## src/rtl/fp_div_iter_if.sv

```systemverilog
// Operand/result handshake bundle for the iterative FP divider.
interface fp_div_iter_if #(
  parameter int EXP_W = 8,
  parameter int MAN_W = 23
);
  localparam int W = EXP_W + MAN_W + 1;

  logic         i_valid;
  logic         o_ready;
  logic [W-1:0] i_a;
  logic [W-1:0] i_b;
  logic         o_valid;
  logic         i_ready;
  logic [W-1:0] o_z;
  logic [4:0]   o_flags;

  modport master (output i_valid, i_a, i_b, i_ready,
                  input  o_ready, o_valid, o_z, o_flags);
  modport slave  (input  i_valid, i_a, i_b, i_ready,
                  output o_ready, o_valid, o_z, o_flags);
endinterface

```

## src/rtl/fp_div_iter.sv

```systemverilog
// Iterative IEEE-754 divider z = a / b: restoring significand division, RNE,
// subnormals flushed to zero, one operation in flight.
module fp_div_iter #(
  parameter int EXP_W = 8,
  parameter int MAN_W = 23,
  parameter int BPC   = 1
) (
  input  logic         clk,
  input  logic         reset,
  fp_div_iter_if.slave io
);
  localparam int W    = EXP_W + MAN_W + 1;
  localparam int SW   = MAN_W + 1;
  localparam int ITER = (MAN_W + 3 + BPC - 1) / BPC;
  localparam int QW   = ITER * BPC;
  localparam int EW   = EXP_W + 2;
  localparam int CW   = $clog2(ITER + 1);
  localparam int BIAS = (1 << (EXP_W - 1)) - 1;
  localparam int EMAX = (1 << EXP_W) - 1;

  localparam logic [W-1:0] QNAN = {1'b0, {EXP_W{1'b1}}, 1'b1, {(MAN_W-1){1'b0}}};

  typedef enum logic [2:0] {IDLE, PREP, DIV, NORM, DONE} state_t;

  state_t          state_q, state_d;
  logic [CW-1:0]   cnt_q, cnt_d;
  logic            o_valid_q, o_valid_d;
  logic            o_ready_q, o_ready_d;
  logic [W-1:0]    o_z_q, o_z_d;
  logic [4:0]      o_flags_q, o_flags_d;

  logic [W-1:0]         a_q, a_d, b_q, b_d;
  logic                 sign_q, sign_d;
  logic signed [EW-1:0] exp_q, exp_d;
  logic [SW-1:0]        mb_q, mb_d;
  logic [SW:0]          rem_q, rem_d;
  logic [QW-1:0]        quo_q, quo_d;
  logic                 spec_q, spec_d;
  logic [W-1:0]         spec_z_q, spec_z_d;
  logic [4:0]           spec_flags_q, spec_flags_d;

  logic             sa, sb;
  logic [EXP_W-1:0] ea, eb;
  logic [MAN_W-1:0] fa, fb;
  logic             a_zero, b_zero, a_inf, b_inf, a_nan, b_nan;

  logic [SW:0]          r;
  logic [QW-1:0]        q, qn;
  logic signed [EW-1:0] e0, e1;
  logic [SW-1:0]        sig;
  logic                 g, st, carry;
  logic [SW:0]          sum;
  logic [MAN_W-1:0]     mant;
  logic [W+4:0]         res;

  assign {sa, ea, fa} = a_q;
  assign {sb, eb, fb} = b_q;
  // Exponent zero covers both true zeros and flushed subnormals.
  assign a_zero = (ea == '0);
  assign b_zero = (eb == '0);
  assign a_inf  = (ea == '1) && (fa == '0);
  assign b_inf  = (eb == '1) && (fb == '0);
  assign a_nan  = (ea == '1) && (fa != '0);
  assign b_nan  = (eb == '1) && (fb != '0);

  function automatic logic [SW:0] round_rne(input logic [SW-1:0] s, input logic gd,
                                            input logic sk);
    logic inc;
    inc = gd & (sk | s[0]);
    return {1'b0, s} + {{SW{1'b0}}, inc};
  endfunction

  function automatic logic [W+4:0] saturate(input logic s, input logic signed [EW-1:0] e,
                                            input logic [MAN_W-1:0] m, input logic inx);
    if (e >= $signed(EW'(EMAX))) return {s, {EXP_W{1'b1}}, {MAN_W{1'b0}}, 5'b00101};
    if (e <= $signed(EW'(0)))    return {s, {(W-1){1'b0}}, 5'b00011};
    return {s, e[EXP_W-1:0], m, 4'b0000, inx};
  endfunction

  always_comb begin
    state_d      = state_q;
    cnt_d        = cnt_q;
    o_valid_d    = o_valid_q;
    o_z_d        = o_z_q;
    o_flags_d    = o_flags_q;
    a_d          = a_q;
    b_d          = b_q;
    sign_d       = sign_q;
    exp_d        = exp_q;
    mb_d         = mb_q;
    rem_d        = rem_q;
    quo_d        = quo_q;
    spec_d       = spec_q;
    spec_z_d     = spec_z_q;
    spec_flags_d = spec_flags_q;
    r            = rem_q;
    q            = quo_q;

    // Normalisation and rounding of the finished quotient.
    qn    = quo_q[QW-1] ? quo_q : {quo_q[QW-2:0], 1'b0};
    e0    = quo_q[QW-1] ? exp_q : exp_q - $signed(EW'(1));
    sig   = qn[QW-1 -: SW];
    g     = qn[QW-1-SW];
    st    = (|qn[QW-2-SW:0]) | (|rem_q);
    sum   = round_rne(sig, g, st);
    carry = sum[SW];
    mant  = carry ? sum[MAN_W:1] : sum[MAN_W-1:0];
    e1    = e0 + $signed({{(EW-1){1'b0}}, carry});
    res   = saturate(sign_q, e1, mant, g | st);

    case (state_q)
      IDLE: begin
        if (io.i_valid) begin
          a_d     = io.i_a;
          b_d     = io.i_b;
          state_d = PREP;
        end
      end
      PREP: begin
        sign_d       = sa ^ sb;
        exp_d        = $signed({2'b00, ea}) - $signed({2'b00, eb}) + $signed(EW'(BIAS));
        mb_d         = {1'b1, fb};
        rem_d        = {2'b01, fa};
        quo_d        = '0;
        cnt_d        = '0;
        spec_d       = 1'b1;
        spec_flags_d = 5'b00000;
        // Specials bypass DIV and pick up their result in NORM.
        state_d      = NORM;
        if (a_nan || b_nan || (a_zero && b_zero) || (a_inf && b_inf)) begin
          spec_z_d     = QNAN;
          spec_flags_d = {(a_zero && b_zero) || (a_inf && b_inf), 4'b0000};
        end else if (a_inf) begin
          spec_z_d = {sa ^ sb, {EXP_W{1'b1}}, {MAN_W{1'b0}}};
        end else if (b_zero) begin
          spec_z_d     = {sa ^ sb, {EXP_W{1'b1}}, {MAN_W{1'b0}}};
          spec_flags_d = 5'b01000;
        end else if (a_zero || b_inf) begin
          spec_z_d = {sa ^ sb, {(W-1){1'b0}}};
        end else begin
          spec_d  = 1'b0;
          state_d = DIV;
        end
      end
      DIV: begin
        for (int i = 0; i < BPC; i++) begin
          if (r >= {1'b0, mb_q}) begin
            r = r - {1'b0, mb_q};
            q = {q[QW-2:0], 1'b1};
          end else begin
            q = {q[QW-2:0], 1'b0};
          end
          r = r << 1;
        end
        rem_d = r;
        quo_d = q;
        cnt_d = cnt_q + 1'b1;
        if (cnt_q == CW'(ITER - 1)) state_d = NORM;
      end
      NORM: begin
        state_d   = DONE;
        o_valid_d = 1'b1;
        o_z_d     = spec_q ? spec_z_q : res[W+4:5];
        o_flags_d = spec_q ? spec_flags_q : res[4:0];
      end
      DONE: begin
        if (io.i_ready) begin
          state_d   = IDLE;
          o_valid_d = 1'b0;
        end
      end
      default: state_d = IDLE;
    endcase

    o_ready_d = (state_d == IDLE);
  end

  always_ff @(posedge clk or negedge reset) begin
    if (!reset) begin
      state_q   <= IDLE;
      cnt_q     <= '0;
      o_valid_q <= 1'b0;
      o_ready_q <= 1'b1;
      o_z_q     <= '0;
      o_flags_q <= '0;
    end else begin
      state_q   <= state_d;
      cnt_q     <= cnt_d;
      o_valid_q <= o_valid_d;
      o_ready_q <= o_ready_d;
      o_z_q     <= o_z_d;
      o_flags_q <= o_flags_d;
    end
  end

  always_ff @(posedge clk) begin
    a_q          <= a_d;
    b_q          <= b_d;
    sign_q       <= sign_d;
    exp_q        <= exp_d;
    mb_q         <= mb_d;
    rem_q        <= rem_d;
    quo_q        <= quo_d;
    spec_q       <= spec_d;
    spec_z_q     <= spec_z_d;
    spec_flags_q <= spec_flags_d;
  end

  assign io.o_ready = o_ready_q;
  assign io.o_valid = o_valid_q;
  assign io.o_z     = o_z_q;
  assign io.o_flags = o_flags_q;
endmodule

```

## src/flat_wrapper.sv

```systemverilog
// flat-port wrapper written by rule: the top's interface ports become plain ports
module fp_div_iter_flat 
#(
  parameter int EXP_W = 8,
  parameter int MAN_W = 23,
  parameter int BPC   = 1
)
  (clk, reset, io_i_valid, io_i_a, io_i_b, io_i_ready, io_o_ready, io_o_valid, io_o_z, io_o_flags);
  fp_div_iter_if #(.EXP_W(EXP_W), .MAN_W(MAN_W)) io_i ();
  input  logic clk;
  input  logic reset;
  input wire logic [$bits(io_i.i_valid)-1:0] io_i_valid;
  input wire logic [$bits(io_i.i_a)-1:0] io_i_a;
  input wire logic [$bits(io_i.i_b)-1:0] io_i_b;
  input wire logic [$bits(io_i.i_ready)-1:0] io_i_ready;
  output wire logic [$bits(io_i.o_ready)-1:0] io_o_ready;
  output wire logic [$bits(io_i.o_valid)-1:0] io_o_valid;
  output wire logic [$bits(io_i.o_z)-1:0] io_o_z;
  output wire logic [$bits(io_i.o_flags)-1:0] io_o_flags;
  assign io_i.i_valid = io_i_valid;
  assign io_i.i_a = io_i_a;
  assign io_i.i_b = io_i_b;
  assign io_i.i_ready = io_i_ready;
  assign io_o_ready = io_i.o_ready;
  assign io_o_valid = io_i.o_valid;
  assign io_o_z = io_i.o_z;
  assign io_o_flags = io_i.o_flags;
  fp_div_iter #(.EXP_W(EXP_W), .MAN_W(MAN_W), .BPC(BPC)) u_core (.clk(clk), .reset(reset), .io(io_i));
endmodule
```

## config.mk

```make
export PLATFORM = sky130hd
export DESIGN_NAME = fp_div_iter_flat
export DESIGN_NICKNAME = d
export VERILOG_FILES = /design/src/rtl/fp_div_iter_if.sv /design/src/rtl/fp_div_iter.sv /design/src/flat_wrapper.sv
export SDC_FILE = /design/constraint.sdc
export NUM_CORES = 1
export LEC_CHECK = 0
export ABC_CLOCK_PERIOD_IN_PS = 14300
export CORE_ASPECT_RATIO = 0.7
export CORE_UTILIZATION = 49
export DETAILED_ROUTE_END_ITERATION = 10
export GPL_TIMING_DRIVEN = 0
export PLACE_DENSITY = 0.67
export SKIP_LAST_GASP = 1
export SLEW_MARGIN = 20
export SYNTH_ARGS = -nofsm -noshare
export SYNTH_HDL_FRONTEND = slang
export SYNTH_SLANG_ARGS = --single-unit
```

## constraint.sdc

```tcl
create_clock -name clk -period 14.3 [get_ports clk]
set_input_delay 2.86 -clock clk [delete_from_list [all_inputs] [get_ports clk]]
set_output_delay 2.86 -clock clk [all_outputs]
set_load 0.05 [all_outputs]
```

==> flow_summary.ini <==
[logic_synthesis]
yosys.area.top_type = edfxtp_1
ys_warn_count = 0
synth_ff_type = edfxtp_1
synth_top_area_frac = 0.419
yosys_register_bits = 202
synth-async-reset-ratio = 0.233
synth_area_um2 = 11100
synth-edff-count = 155
synth_cells = 988
synth_area_per_cell_um2 = 11.2
synth.distinct_cells = 79
syn-num-nets = 1096
synthTopCellsByArea = edfxtp_1 (42%), dfrtp_1 (10%), ha_1 (4.3%)
yosysSeqAreaShare = 0.525

[cts]
clk_latency_ns = 0.51
h-tree-depth = 1
cts-root-buf = clkbuf_16
ctsHoldBuffers = 0
cts_setup_buffers = 0
cts_tree = done
cts.sinks = 202
cts_resized = 0
cts.reportedPaths.clkPinSlew_ns = 0.06
cts_max_path_buffers = 3
numCtsBuffers = 22

[cells_and_area]
drive_gt1_frac = 0.0873
utilization = 0.608
area_growth_pct = 20.1
nets = 1239
diodes = 0

[routing]
remaining_drc_errors = 0
dr.pass1.iters = 8
ant_nets = 0
vias_per_cell = 5.70
vias = 8137
wl_um = 26400
drt_iter0_markers = 649
wl_per_cell_um = 18.5

[timing]
max-slew-margin-rel = 0.509
rsz0062_at_grt = false
setup_violations = 0
tns_ns = 0
fmaxAchievable_mhz = 142
min_period_ns = 7.03
finalCritPeriodShare = 0.492
tightest_slew_ns = 0.734
final_max_slew_viol_count = 0
finalHoldViolCount = 0
finClkSkew_ns = 0.0113

[status]
status = finished clean

[power]
netSwitchingFraction = 0.418
p_comb_frac = 0.477
power_density_nw_per_um2 = 242
p_int_uw = 1880
power.switching_uw = 1350
seqPwrFrac = 0.345
peakVddDrop_uv = 130
power_leakage_uw = 0.00508
clkPwrFrac = 0.178

[setup_path]
critPathMaxFanout = 10
crit_type = reg2reg
crit_required_ns = 14.74
critPathLaunchType = register
crit_path_end_kind = register
crit_arrival_ns = 7.47
regToRegSetupSlack_ns = 7.27

[placed_design]
place_congestion = 0.914
port_buffers = 106
dp_hpwl_um = 20000

[global_route]
grt_first_pass_wirelength_um = 43000
grt_max_degree = 54
track_usage = 0.236
antenna_found_initial = 0
grt_pass1_vias = 7997
gr-total-overflow = 0

[die]
rows = 45
initial_core_util = 0.506
ios = 107
die_h_um = 128
die_area_um2 = 23300
core_um2 = 22000
fp.dieW_um = 182

[run]
maxCapViolations = 0

[hold_path]
hp-class = reg2reg
## cell usage after synthesis (8+ instances only)
cell	number
ha_1	38
o21ai_0	52
xnor2_1	45
a22o_1	8
clkbuf_1	22
inv_1	64
a31oi_1	9
nor2_1	52
a221o_1	10
nor4_1	22
xor2_1	29
and2_1	30
nand3_1	25
nand2_1	96
dfrtp_1	46
mux2i_1	36
and3_1	9
a21o_1	8
nand4_1	21
edfxtp_1	155
a21oi_1	32
a32o_1	16
nor3_1	17
## flip-flops by register name, indices dropped and copies added (netlist names), 5 cells and up
signal / count
u_core.a_q: 32
u_core.quo_q: 26
u_core.rem_q: 25
u_core.cnt_q: 5
u_core.io.o_z: 32
u_core.b_q: 32
u_core.mb_q: 23
u_core.io.o_flags: 5
u_core.exp_q: 10
## metal layers
| metal | up-vias | share of wire | wire length (um) | global-route usage |
|---|---|---|---|---|
| li1 | 3971 | - | - | - |
| met1 | 3947 | 0.51 | 13500 | 0.360 |
| met2 | 198 | 0.41 | 10900 | 0.341 |
| met3 | 21 | 0.065 | 1710 | 0.0551 |
| met4 | 0 | 0.012 | 305 | 0.0445 |
| met5 | - | 0 | 0 | 0 |
## layout by cell type, fill, tap and decap left out, drive strengths merged, types with 8 or more instances in the layout
cell and count:
and2 30, nor3b 8, inv 65, o21ai 53, a21oi 32, and3 9, xnor2 46, nand2 96
nand3 26, ha 38, nand4 21, nor2 53, buf 25, nor4 28, a22o 9, edfxtp 155
a21o 8, nor3 18, clkdlybuf4s50 105, a32o 16, dfrtp 46, a221o 10, a31oi 10, xor2 30
clkbuf 49, mux2i 36
## worst paths after layout
| check | start | to | cells past startpoint |
|---|---|---|---|
| max in group asynchronous | reset | u_core.cnt_q[1] | 1 |
| hold / removal | u_core.b_q[9] | u_core.mb_q[9] | 0 |
| hold reg to reg | u_core.b_q[9] | u_core.mb_q[9] | 0 |
| setup reg to reg | u_core.quo_q[25] | u_core.io.o_z[17] | 23 |
| min in group asynchronous | reset | u_core.io.o_z[19] | 1 |
| setup / recovery | u_core.quo_q[25] | u_core.io.o_z[17] | 23 |
## power groups by stage
stage / Sequential (uW) / Combinational (uW) / Clock, uW
finish: 1110 / 1540 / 576
floorplan: 1240 / 971 / 0
detailed placement: 1120 / 1520 / 0
global placement: 1140 / 1490 / 0
CTS: 1110 / 1540 / 587
global route: 1140 / 1690 / 611
## metrics by stage
step	std cells	setup slack (ns)	cell area, um^2	total power, uW	hold slack (ns)
after global placement	1376	0.794	12500	2630	0.436
final	1427	7.27	13300	3230	0.453
after floorplan	988	4.18	11100	2210	0.427
after CTS	1427	7.42	13300	3240	0.453
after detailed placement	1389	7.48	12600	2640	0.439
after global routing	1427	6.85	13300	3440	0.474
## kinds of logic (layout without fill, tap and decap cells)
| logic type | count (synthesis) | in the layout | share of synthesized area |
|---|---|---|---|
| and+or+nand+nor | 337 | 337 | 0.167 |
| DFF | 202 | 202 | 0.525 |
| AOI/OAI and AO/OA | 195 | 195 | 0.126 |
| buffers and inverters | 97 | 254 | 0.0359 |
| xor gates and xnor gates | 76 | 76 | 0.0623 |
| muxes | 41 | 41 | 0.0375 |
| adders and majority gates | 40 | 40 | 0.0464 |
## area by class of cell
| type | instances | area (um^2) |
|---|---|---|
| Fill cell | 1797 | 8610 |
| Inverter | 64 | 243 |
| Timing Repair Buffer | 119 | 1140 |
| Sequential cell | 202 | 5830 |
| Multi-Input combinational cell | 689 | 4890 |
| Clock buffer | 27 | 579 |
| Clock inverter | 11 | 149 |
| Buffer | 33 | 159 |
| Tap cell | 282 | 353 |
## critical path, cell delays in order (launching register included)
cell	delay, ns
edfxtp_1	0.48
buf_4	0.26
buf_6	0.18
clkbuf_1	0.50
buf_1	0.56
clkbuf_1	0.46
nand2_1	0.08
a21boi_0	0.20
ha_1	0.23
and3_1	0.23
nand3_1	0.21
nor4_2	0.44
and2_1	0.32
ha_1	0.25
ha_1	0.21
or4bb_1	0.52
o21ai_2	0.18
and3_1	0.27
xnor2_1	0.09
a22o_1	0.29
and3_1	0.23
nor4_4	0.36
buf_6	0.21
a32o_1	0.16
Power figures use the tool's default switching activity.
